==> src/rtl/fetch_ctrl_if.sv <==
// Fetch-stage bus: instruction-memory request/response, pipeline control and fetched output.
// The master side is the fetch controller; the slave side is its environment.
interface fetch_ctrl_if;
  logic        imem_ren;
  logic [31:0] imem_addr;
  logic        imem_ready;
  logic [31:0] imem_load;
  logic        freeze;
  logic        flush;
  logic        misprediction;
  logic [31:0] correct_target;
  logic        pred_taken;
  logic [31:0] pc_prediction;
  logic [31:0] instr;
  logic [31:0] pc;
  logic        instr_valid;

  modport master (
    output imem_ren, imem_addr, instr, pc, instr_valid,
    input  imem_ready, imem_load, freeze, flush, misprediction, correct_target,
           pred_taken, pc_prediction
  );

  modport slave (
    input  imem_ren, imem_addr, instr, pc, instr_valid,
    output imem_ready, imem_load, freeze, flush, misprediction, correct_target,
           pred_taken, pc_prediction
  );
endinterface

==> src/rtl/fetch_ctrl.sv <==
// Instruction fetch controller: issues imem reads, registers the fetched word and pc,
// parks a word in a skid register on downstream stall and drains redirected requests.
module fetch_ctrl #(
  parameter logic [31:0] RESET_PC = 32'h0000_0000
) (
  input  logic          CLK,
  input  logic          nRST,
  fetch_ctrl_if.master  bus
);

  localparam logic [1:0] StIdle  = 2'd0;
  localparam logic [1:0] StFetch = 2'd1;
  localparam logic [1:0] StHold  = 2'd2;
  localparam logic [1:0] StDrain = 2'd3;

  logic [1:0]  state_q, state_d;
  logic [31:0] fetch_pc_q, fetch_pc_d;
  logic [31:0] redirect_pc_q, redirect_pc_d;
  logic [31:0] skid_instr_q, skid_instr_d;
  logic [31:0] skid_pc_q, skid_pc_d;
  logic [31:0] instr_q, instr_d;
  logic [31:0] pc_q, pc_d;
  logic        valid_q, valid_d;
  logic [31:0] next_pc;

  assign next_pc = bus.pred_taken ? bus.pc_prediction : fetch_pc_q + 32'd4;

  always_comb begin
    state_d       = state_q;
    fetch_pc_d    = fetch_pc_q;
    redirect_pc_d = redirect_pc_q;
    skid_instr_d  = skid_instr_q;
    skid_pc_d     = skid_pc_q;
    instr_d       = instr_q;
    pc_d          = pc_q;
    valid_d       = valid_q & ~bus.flush;

    if (bus.misprediction) begin
      valid_d = 1'b0;
      // An outstanding request must complete before the redirect can be issued.
      if ((state_q == StFetch || state_q == StDrain) && !bus.imem_ready) begin
        redirect_pc_d = bus.correct_target;
        state_d       = StDrain;
      end else begin
        fetch_pc_d = bus.correct_target;
        state_d    = StFetch;
      end
    end else begin
      case (state_q)
        StIdle: state_d = StFetch;
        StFetch: begin
          if (bus.imem_ready) begin
            if (bus.freeze && !bus.flush) begin
              skid_instr_d = bus.imem_load;
              skid_pc_d    = fetch_pc_q;
              state_d      = StHold;
            end else begin
              instr_d    = bus.imem_load;
              pc_d       = fetch_pc_q;
              valid_d    = ~bus.flush;
              fetch_pc_d = next_pc;
            end
          end
        end
        StHold: begin
          if (!bus.freeze) begin
            instr_d    = skid_instr_q;
            pc_d       = skid_pc_q;
            valid_d    = ~bus.flush;
            fetch_pc_d = next_pc;
            state_d    = StFetch;
          end
        end
        StDrain: begin
          if (bus.imem_ready) begin
            fetch_pc_d = redirect_pc_q;
            state_d    = StFetch;
          end
        end
        default: state_d = StIdle;
      endcase
    end
  end

  always_ff @(posedge CLK or negedge nRST) begin
    if (!nRST) begin
      state_q       <= StIdle;
      fetch_pc_q    <= RESET_PC;
      redirect_pc_q <= 32'h0;
      skid_instr_q  <= 32'h0;
      skid_pc_q     <= 32'h0;
      instr_q       <= 32'h0;
      pc_q          <= 32'h0;
      valid_q       <= 1'b0;
    end else begin
      state_q       <= state_d;
      fetch_pc_q    <= fetch_pc_d;
      redirect_pc_q <= redirect_pc_d;
      skid_instr_q  <= skid_instr_d;
      skid_pc_q     <= skid_pc_d;
      instr_q       <= instr_d;
      pc_q          <= pc_d;
      valid_q       <= valid_d;
    end
  end

  assign bus.imem_ren    = (state_q == StFetch) || (state_q == StDrain);
  assign bus.imem_addr   = fetch_pc_q;
  assign bus.instr       = instr_q;
  assign bus.pc          = pc_q;
  assign bus.instr_valid = valid_q;

endmodule

==> src/flat_wrapper.sv <==
// flat-port wrapper written by rule: the top's interface ports become plain ports
module fetch_ctrl_flat 
#(
  parameter logic [31:0] RESET_PC = 32'h0000_0000
)
  (CLK, nRST, bus_imem_ren, bus_imem_addr, bus_instr, bus_pc, bus_instr_valid, bus_imem_ready, bus_imem_load, bus_freeze, bus_flush, bus_misprediction, bus_correct_target, bus_pred_taken, bus_pc_prediction);
  fetch_ctrl_if bus_i ();
  input  logic CLK;
  input  logic nRST;
  output wire logic [$bits(bus_i.imem_ren)-1:0] bus_imem_ren;
  output wire logic [$bits(bus_i.imem_addr)-1:0] bus_imem_addr;
  output wire logic [$bits(bus_i.instr)-1:0] bus_instr;
  output wire logic [$bits(bus_i.pc)-1:0] bus_pc;
  output wire logic [$bits(bus_i.instr_valid)-1:0] bus_instr_valid;
  input wire logic [$bits(bus_i.imem_ready)-1:0] bus_imem_ready;
  input wire logic [$bits(bus_i.imem_load)-1:0] bus_imem_load;
  input wire logic [$bits(bus_i.freeze)-1:0] bus_freeze;
  input wire logic [$bits(bus_i.flush)-1:0] bus_flush;
  input wire logic [$bits(bus_i.misprediction)-1:0] bus_misprediction;
  input wire logic [$bits(bus_i.correct_target)-1:0] bus_correct_target;
  input wire logic [$bits(bus_i.pred_taken)-1:0] bus_pred_taken;
  input wire logic [$bits(bus_i.pc_prediction)-1:0] bus_pc_prediction;
  assign bus_imem_ren = bus_i.imem_ren;
  assign bus_imem_addr = bus_i.imem_addr;
  assign bus_instr = bus_i.instr;
  assign bus_pc = bus_i.pc;
  assign bus_instr_valid = bus_i.instr_valid;
  assign bus_i.imem_ready = bus_imem_ready;
  assign bus_i.imem_load = bus_imem_load;
  assign bus_i.freeze = bus_freeze;
  assign bus_i.flush = bus_flush;
  assign bus_i.misprediction = bus_misprediction;
  assign bus_i.correct_target = bus_correct_target;
  assign bus_i.pred_taken = bus_pred_taken;
  assign bus_i.pc_prediction = bus_pc_prediction;
  fetch_ctrl #(.RESET_PC(RESET_PC)) u_core (.CLK(CLK), .nRST(nRST), .bus(bus_i));
endmodule
==> config.mk <==
export PLATFORM = sky130hd
export DESIGN_NAME = fetch_ctrl_flat
export DESIGN_NICKNAME = d
export VERILOG_FILES = /design/src/rtl/fetch_ctrl_if.sv /design/src/rtl/fetch_ctrl.sv /design/src/flat_wrapper.sv
export SDC_FILE = /design/constraint.sdc
export NUM_CORES = 1
export LEC_CHECK = 0
export ABC_AREA = 1
export CAP_MARGIN = 20
export CELL_PAD_IN_SITES_DETAIL_PLACEMENT = 1
export CELL_PAD_IN_SITES_GLOBAL_PLACEMENT = 1
export CORE_MARGIN = 8
export CORE_UTILIZATION = 38
export CTS_CLUSTER_DIAMETER = 40
export DETAILED_ROUTE_END_ITERATION = 12
export GPL_TIMING_DRIVEN = 0
export HOLD_SLACK_MARGIN = 0.08
export PLACE_DENSITY = 0.84
export SLEW_MARGIN = 25
export SYNTH_ARGS = -nofsm -noshare
export SYNTH_HDL_FRONTEND = slang
export SYNTH_SLANG_ARGS = --single-unit
==> constraint.sdc <==
create_clock -name CLK -period 2.2 [get_ports CLK]
set_input_delay 0.55 -clock CLK [delete_from_list [all_inputs] [get_ports CLK]]
set_output_delay 0.55 -clock CLK [all_outputs]
set_load 0.02 [all_outputs]
[Word level (Yosys, flattened, before mapping)]
Cells that the tools add are included.
Widths: inputs -> output; s select.
Storage, ports and cells
  register bits: 195
Operators by class
  bitwise operators: 3
  reduce and logical (&&, ||, !) cells: 13
  equality and inequality tests: 12
  multiplexer cells: 28
  add/subtract/negate cells: 1
Operators with widths (number)
  $mux 32: 13
  $pmux 32 s2: 2
  $pmux 32 s3: 1
  $add 32x3->32 const B: 1
  $mux 2: 6
  $ne 3x3->1 const B: 4
  $ne 2x2->1 const B: 4
  $pmux 2 s4: 1
  $reduce_and 4->1: 2
  $reduce_and 6->1: 1
  $reduce_and 5->1: 1
  $eq 2x2->1 const B: 2
  $mux 1: 4
  $reduce_bool 4->1: 1
  $ne 3x2->1 const B: 1
  $eq 2x1->1 const B: 1
  $logic_and 1x1->1: 2
  $logic_not 1->1: 2
  $logic_not 2->1: 1
  $not 1->1: 2
  $pmux 1 s2: 1
  $reduce_and 2->1: 1
  $reduce_bool 2->1: 1
  $and 1x1->1: 1
  $logic_or 1x1->1: 1

[Longest topological paths before layout]
  depth after elaboration: 6
  mapped depth: 12
  depth with buffers taken out: 12

[Worst setup path after synthesis]
Ideal clock, no wire load.
  kind: flip-flop to flip-flop
  start: register u_core.state_q[0]
  end: register u_core.redirect_pc_q[5]
  stages on the path, launching flop included: 8
  clock period less this slack: 1734 ps
  path buffers: 2
  setup slack: 466 ps
  data required time: 2075 ps
  arrival: 1609 ps
  cells stage by stage: dfrtp_1 ha_1 buf_4 inv_4 nand2_2 nand3_2 buf_2 mux2_2
Between the ends
  longest elaborated chain between the ends: 4
Ends and longest elaborated chain
  start, declared: RTL line fetch_ctrl.sv:16  | logic [1:0] state_q, state_d;
  start signal, assigned: RTL line fetch_ctrl.sv:87  | state_q <= StIdle;
  start signal, assigned: RTL line fetch_ctrl.sv:96  | state_q <= state_d;
  $eq 2x1->1 / $eq 2x2->1 (equally long branches)
  $logic_or 1x1->1 *
  named net bus_imem_ren: RTL line flat_wrapper.sv:10  | output wire logic [$bits(bus_i.imem_ren)-1:0] bus_imem_ren;
  $logic_and 1x1->1 *: RTL line fetch_ctrl.sv:41  | if ((state_q == StFetch || state_q == StDrain) && !bus.imem_ready) begin
  $reduce_and 2->1 (no source line) *
  end signal, assigned: RTL line fetch_ctrl.sv:98  | redirect_pc_q <= redirect_pc_d;
  end, declared: RTL line fetch_ctrl.sv:18  | logic [31:0] redirect_pc_q, redirect_pc_d;
Mark *: on every way through the listed nets, which the timed path passes. The rest lies on a longest branch.
A chain may end at the register's enable or synchronous reset.

[Final worst setup path]
  start: register u_core.fetch_pc_q[11], in the netlist u_core.bus.imem_addr[11]
  end: output port bus_imem_addr[11]
RTL lines
  start, declared: RTL line fetch_ctrl.sv:17  | logic [31:0] fetch_pc_q, fetch_pc_d;
  start signal, assigned: RTL line fetch_ctrl.sv:97  | fetch_pc_q <= fetch_pc_d;
  end, declared: RTL line flat_wrapper.sv:11  | output wire logic [$bits(bus_i.imem_addr)-1:0] bus_imem_addr;
No word-level cell between the ends.

==> run metrics <==
Buf/Inv on CP=1; Cell Area, Synth=9630 µm²; num ports=201; all-layer global routing usage=0.227; # Max-Cap Violations=0; status=completed; clock insertion delay at the later pin of the skew report=0.45 ns; CP startpoint kind=flop; Max VDD drop=0.514 mV; area delta synth->final=32.8%; Ant. Diodes=0; most used flip-flop cell after synthesis=dfrtp_1; Final Hold Fails=0; drt initial violations=663; final core occ=0.511; CP required=1.65 ns; Yosys top cell by area=dfrtp_1; Final ANT Viol Nets=0; endpoint class of the critical path=output pin; worst-case clock buffer depth=2; vias in the first global route=10100; met2 global-route usage=0.389; largest net degree at the start of global routing=81; slowest stage delay, CP=0.70 ns; H-tree levels=4; power per cell area=1500 nW/µm²; critical setup path kind=reg2out; via count=9164; initial core utilization=0.385; Synth Net Count=1295; Clock transition at path regs=0.08 ns; Pleak=5.78 nW; First-pass DRT Iterations=5; fin crit period=2.15 ns; Hold Crit Start=u_core.redirect_pc_q[19]$_DFFE_PN0P_; row cnt=58; Die H=175 µm; Comb power frac=0.475; synthesized area per cell=8.10 µm²; grt peak-use layer=met2; Num CTS Buffers=17; GR Util met1=0.282; initial antenna violation count=0; Max Transition Viols Final=0; Total Wirelength=34.7 mm; sw power=0.00858 W; Mapped Cells=1188; Flop pwr share=0.358; Synth area leaders=dfrtp_1, nand2_1, nor2_1, mux2_2, a31oi_1; ratio of cells with drive above 1 in the final layout=0.105; critical path's top delay family=buffers and inverters; reg2reg start=u_core.state_q[0]$_DFFE_PN0P_; DRC=0; Internal Power=0.0106 W; CP Max Fanout=6; Critical Path Start=u_core.bus.imem_addr[11]$_DFFE_PN0P_; Slew HR=0.602; CTS tree=yes; Achievable Freq=0.466 GHz; Worst path slowest cell=clkdlybuf4s50_1; CTS root buf=clkbuf_16; Post-synth EDFFs=0; Final setup viols=0; CTS Sinks=195; worst path cell trace=clkdlybuf4s50_1; Final TNS setup=0 ns; met3 Track Usage GR=0.0430; placed wire-length estimate=26.7 mm; routed len/inst=19.8 µm; total grt overflow=0; Worst EP arrival=1.60 ns; Via density=5.23; Ys Warns=0; clk_skew=0.0152 ns; die area=30700 µm²; clock share of power=0.167; worst hold path class=reg2reg; PortBufs=198; Worst-Margin Slew=0.598 ns; Seq/Total Area, Yosys=0.507; synthesis-stage register bit count=195; most frequent cell after synthesis=nand2_1; unrepaired setup endpoints after global routing=true; Final #Nets=1516; placeable core area=25000 µm²; fin crit share=0.976; Async S/R FF share, synth=1.00; Sw Share=0.447; chip width=175 µm; Cell variety after synth=35; Synth top cells by count=nand2_1, dfrtp_1, nor2_1; Yosys top cell area share=0.507; global-route wire length before repair=55.3 mm; RePlAce Congestion=0.889
==> logic make-up after synthesis <==
logic type | synth area share
AO/OA/AOI/OAI | 0.136
flip-flops | 0.507
adder cells (fa/ha/maj) | 0.00520
multiplexers | 0.0431
AND/OR/NAND/NOR | 0.240
buffers and inverters | 0.0689
==> per-layer routing <==
| metal | vias up | part of all wire |
|---|---|---|
| met5 | - | 0 |
| met4 | 0 | 0.024 |
| met3 | 40 | 0.051 |
| met2 | 264 | 0.50 |
| met1 | 4543 | 0.43 |
| li1 | 4317 | - |
==> per-stage QoR <==
step / instance area, µm² / std cells / setup WS [ns] / total power (W) / hold WS [ns]
after floorplan: 9630 / 1188 / 0.466 / 0.0118 / 0.254
after global placement: 12000 / 1716 / -7.77 / 0.0156 / 0.465
after detailed placement: 12100 / 1718 / -0.339 / 0.0160 / 0.475
after CTS: 12700 / 1752 / 0.00112 / 0.0193 / 0.448
after global routing: 12800 / 1752 / -0.000313 / 0.0205 / 0.506
final: 12800 / 1752 / 0.0532 / 0.0192 / 0.496
==> sequential cells by signal (all words and copies together) (netlist names) <==
| name | flops |
|---|---|
| u_core.bus.instr_valid | 1 |
| u_core.bus.imem_addr | 32 |
| u_core.redirect_pc_q | 32 |
| u_core.state_q | 2 |
| u_core.skid_pc_q | 32 |
| u_core.bus.pc | 32 |
| u_core.skid_instr_q | 32 |
| u_core.bus.instr | 32 |
==> cell type report <==
| type | count | area [µm²] |
|---|---|---|
| Buffer | 66 | 382 |
| Fill cell | 3053 | 12300 |
| Clock inverter | 15 | 183 |
| Timing Repair Buffer | 202 | 2080 |
| Tap cell | 330 | 413 |
| Inverter | 81 | 314 |
| Clock buffer | 17 | 425 |
| Multi-Input combinational cell | 846 | 4110 |
| Sequential cell | 195 | 4880 |
==> cells in the final DEF, fill, tap and decap left out, types with 2 or more instances in the layout <==
cell type / Yosys / layout
nand2_1: 334 / 334
nand2_4: 2 / 2
nor2_2: 3 / 5
o221ai_1: 2 / 2
nand3_1: 46 / 46
mux2_2: 36 / 36
a31oi_1: 64 / 64
clkdlybuf4s50_1: 0 / 176
clkbuf_16: 0 / 17
nor3_1: 2 / 2
nor2_1: 176 / 173
a21oi_2: 7 / 7
dlygate4sd2_1: 0 / 8
inv_8: 0 / 6
a221oi_1: 4 / 4
dlymetal6s2s_1: 0 / 12
o21ai_1: 15 / 15
clkbuf_4: 0 / 3
inv_4: 2 / 2
dfrtp_1: 195 / 192
ha_2: 0 / 2
clkbuf_1: 30 / 24
buf_16: 0 / 2
inv_6: 1 / 3
inv_1: 75 / 75
clkinv_1: 2 / 2
buf_2: 21 / 17
buf_4: 10 / 9
dfrtp_2: 0 / 3
ha_1: 4 / 2
buf_6: 5 / 9
clkinv_8: 0 / 5
a21oi_1: 77 / 77
o21ai_0: 52 / 52
o211ai_1: 8 / 8
nor2_4: 4 / 5
nand2_2: 2 / 2
clkbuf_2: 0 / 6
==> path summary, 6_finish.rpt <==
path / end / slack [ns] / depth (start not counted)
min: u_core.redirect_pc_q[19]$_DFFE_PN0P_ / 0.50 / 2
max reg2reg: u_core.bus.pc[20]$_DFFE_PN0P_ / 0.08 / 11
max: bus_imem_addr[11] / 0.05 / 1
min reg2reg: u_core.redirect_pc_q[19]$_DFFE_PN0P_ / 0.50 / 2
max in group asynchronous: u_core.skid_instr_q[30]$_DFFE_PN0P_ / 0.50 / 4
min in group asynchronous: u_core.state_q[1]$_DFFE_PN0P_ / 0.60 / 2
==> power by group through the flow <==
stage	clock [W]	sequential, W	combinational (W)
finish	0.00321	0.00688	0.00913
global route	0.00341	0.00712	0.00996
CTS	0.00325	0.00687	0.00914
detailed placement	0	0.00693	0.00908
global placement	0	0.00682	0.00873
floorplan	0	0.00755	0.00422
==> repair_timing <==
action,in CTS,in global routing
hold buffers,1,0
hold endpoints to repair,50,0
gates resized for setup,16,38
pin swaps,0,0
endpoints found under the setup margin,11,84
buffers inserted,1,0
Power figures use the tool's default switching activity.
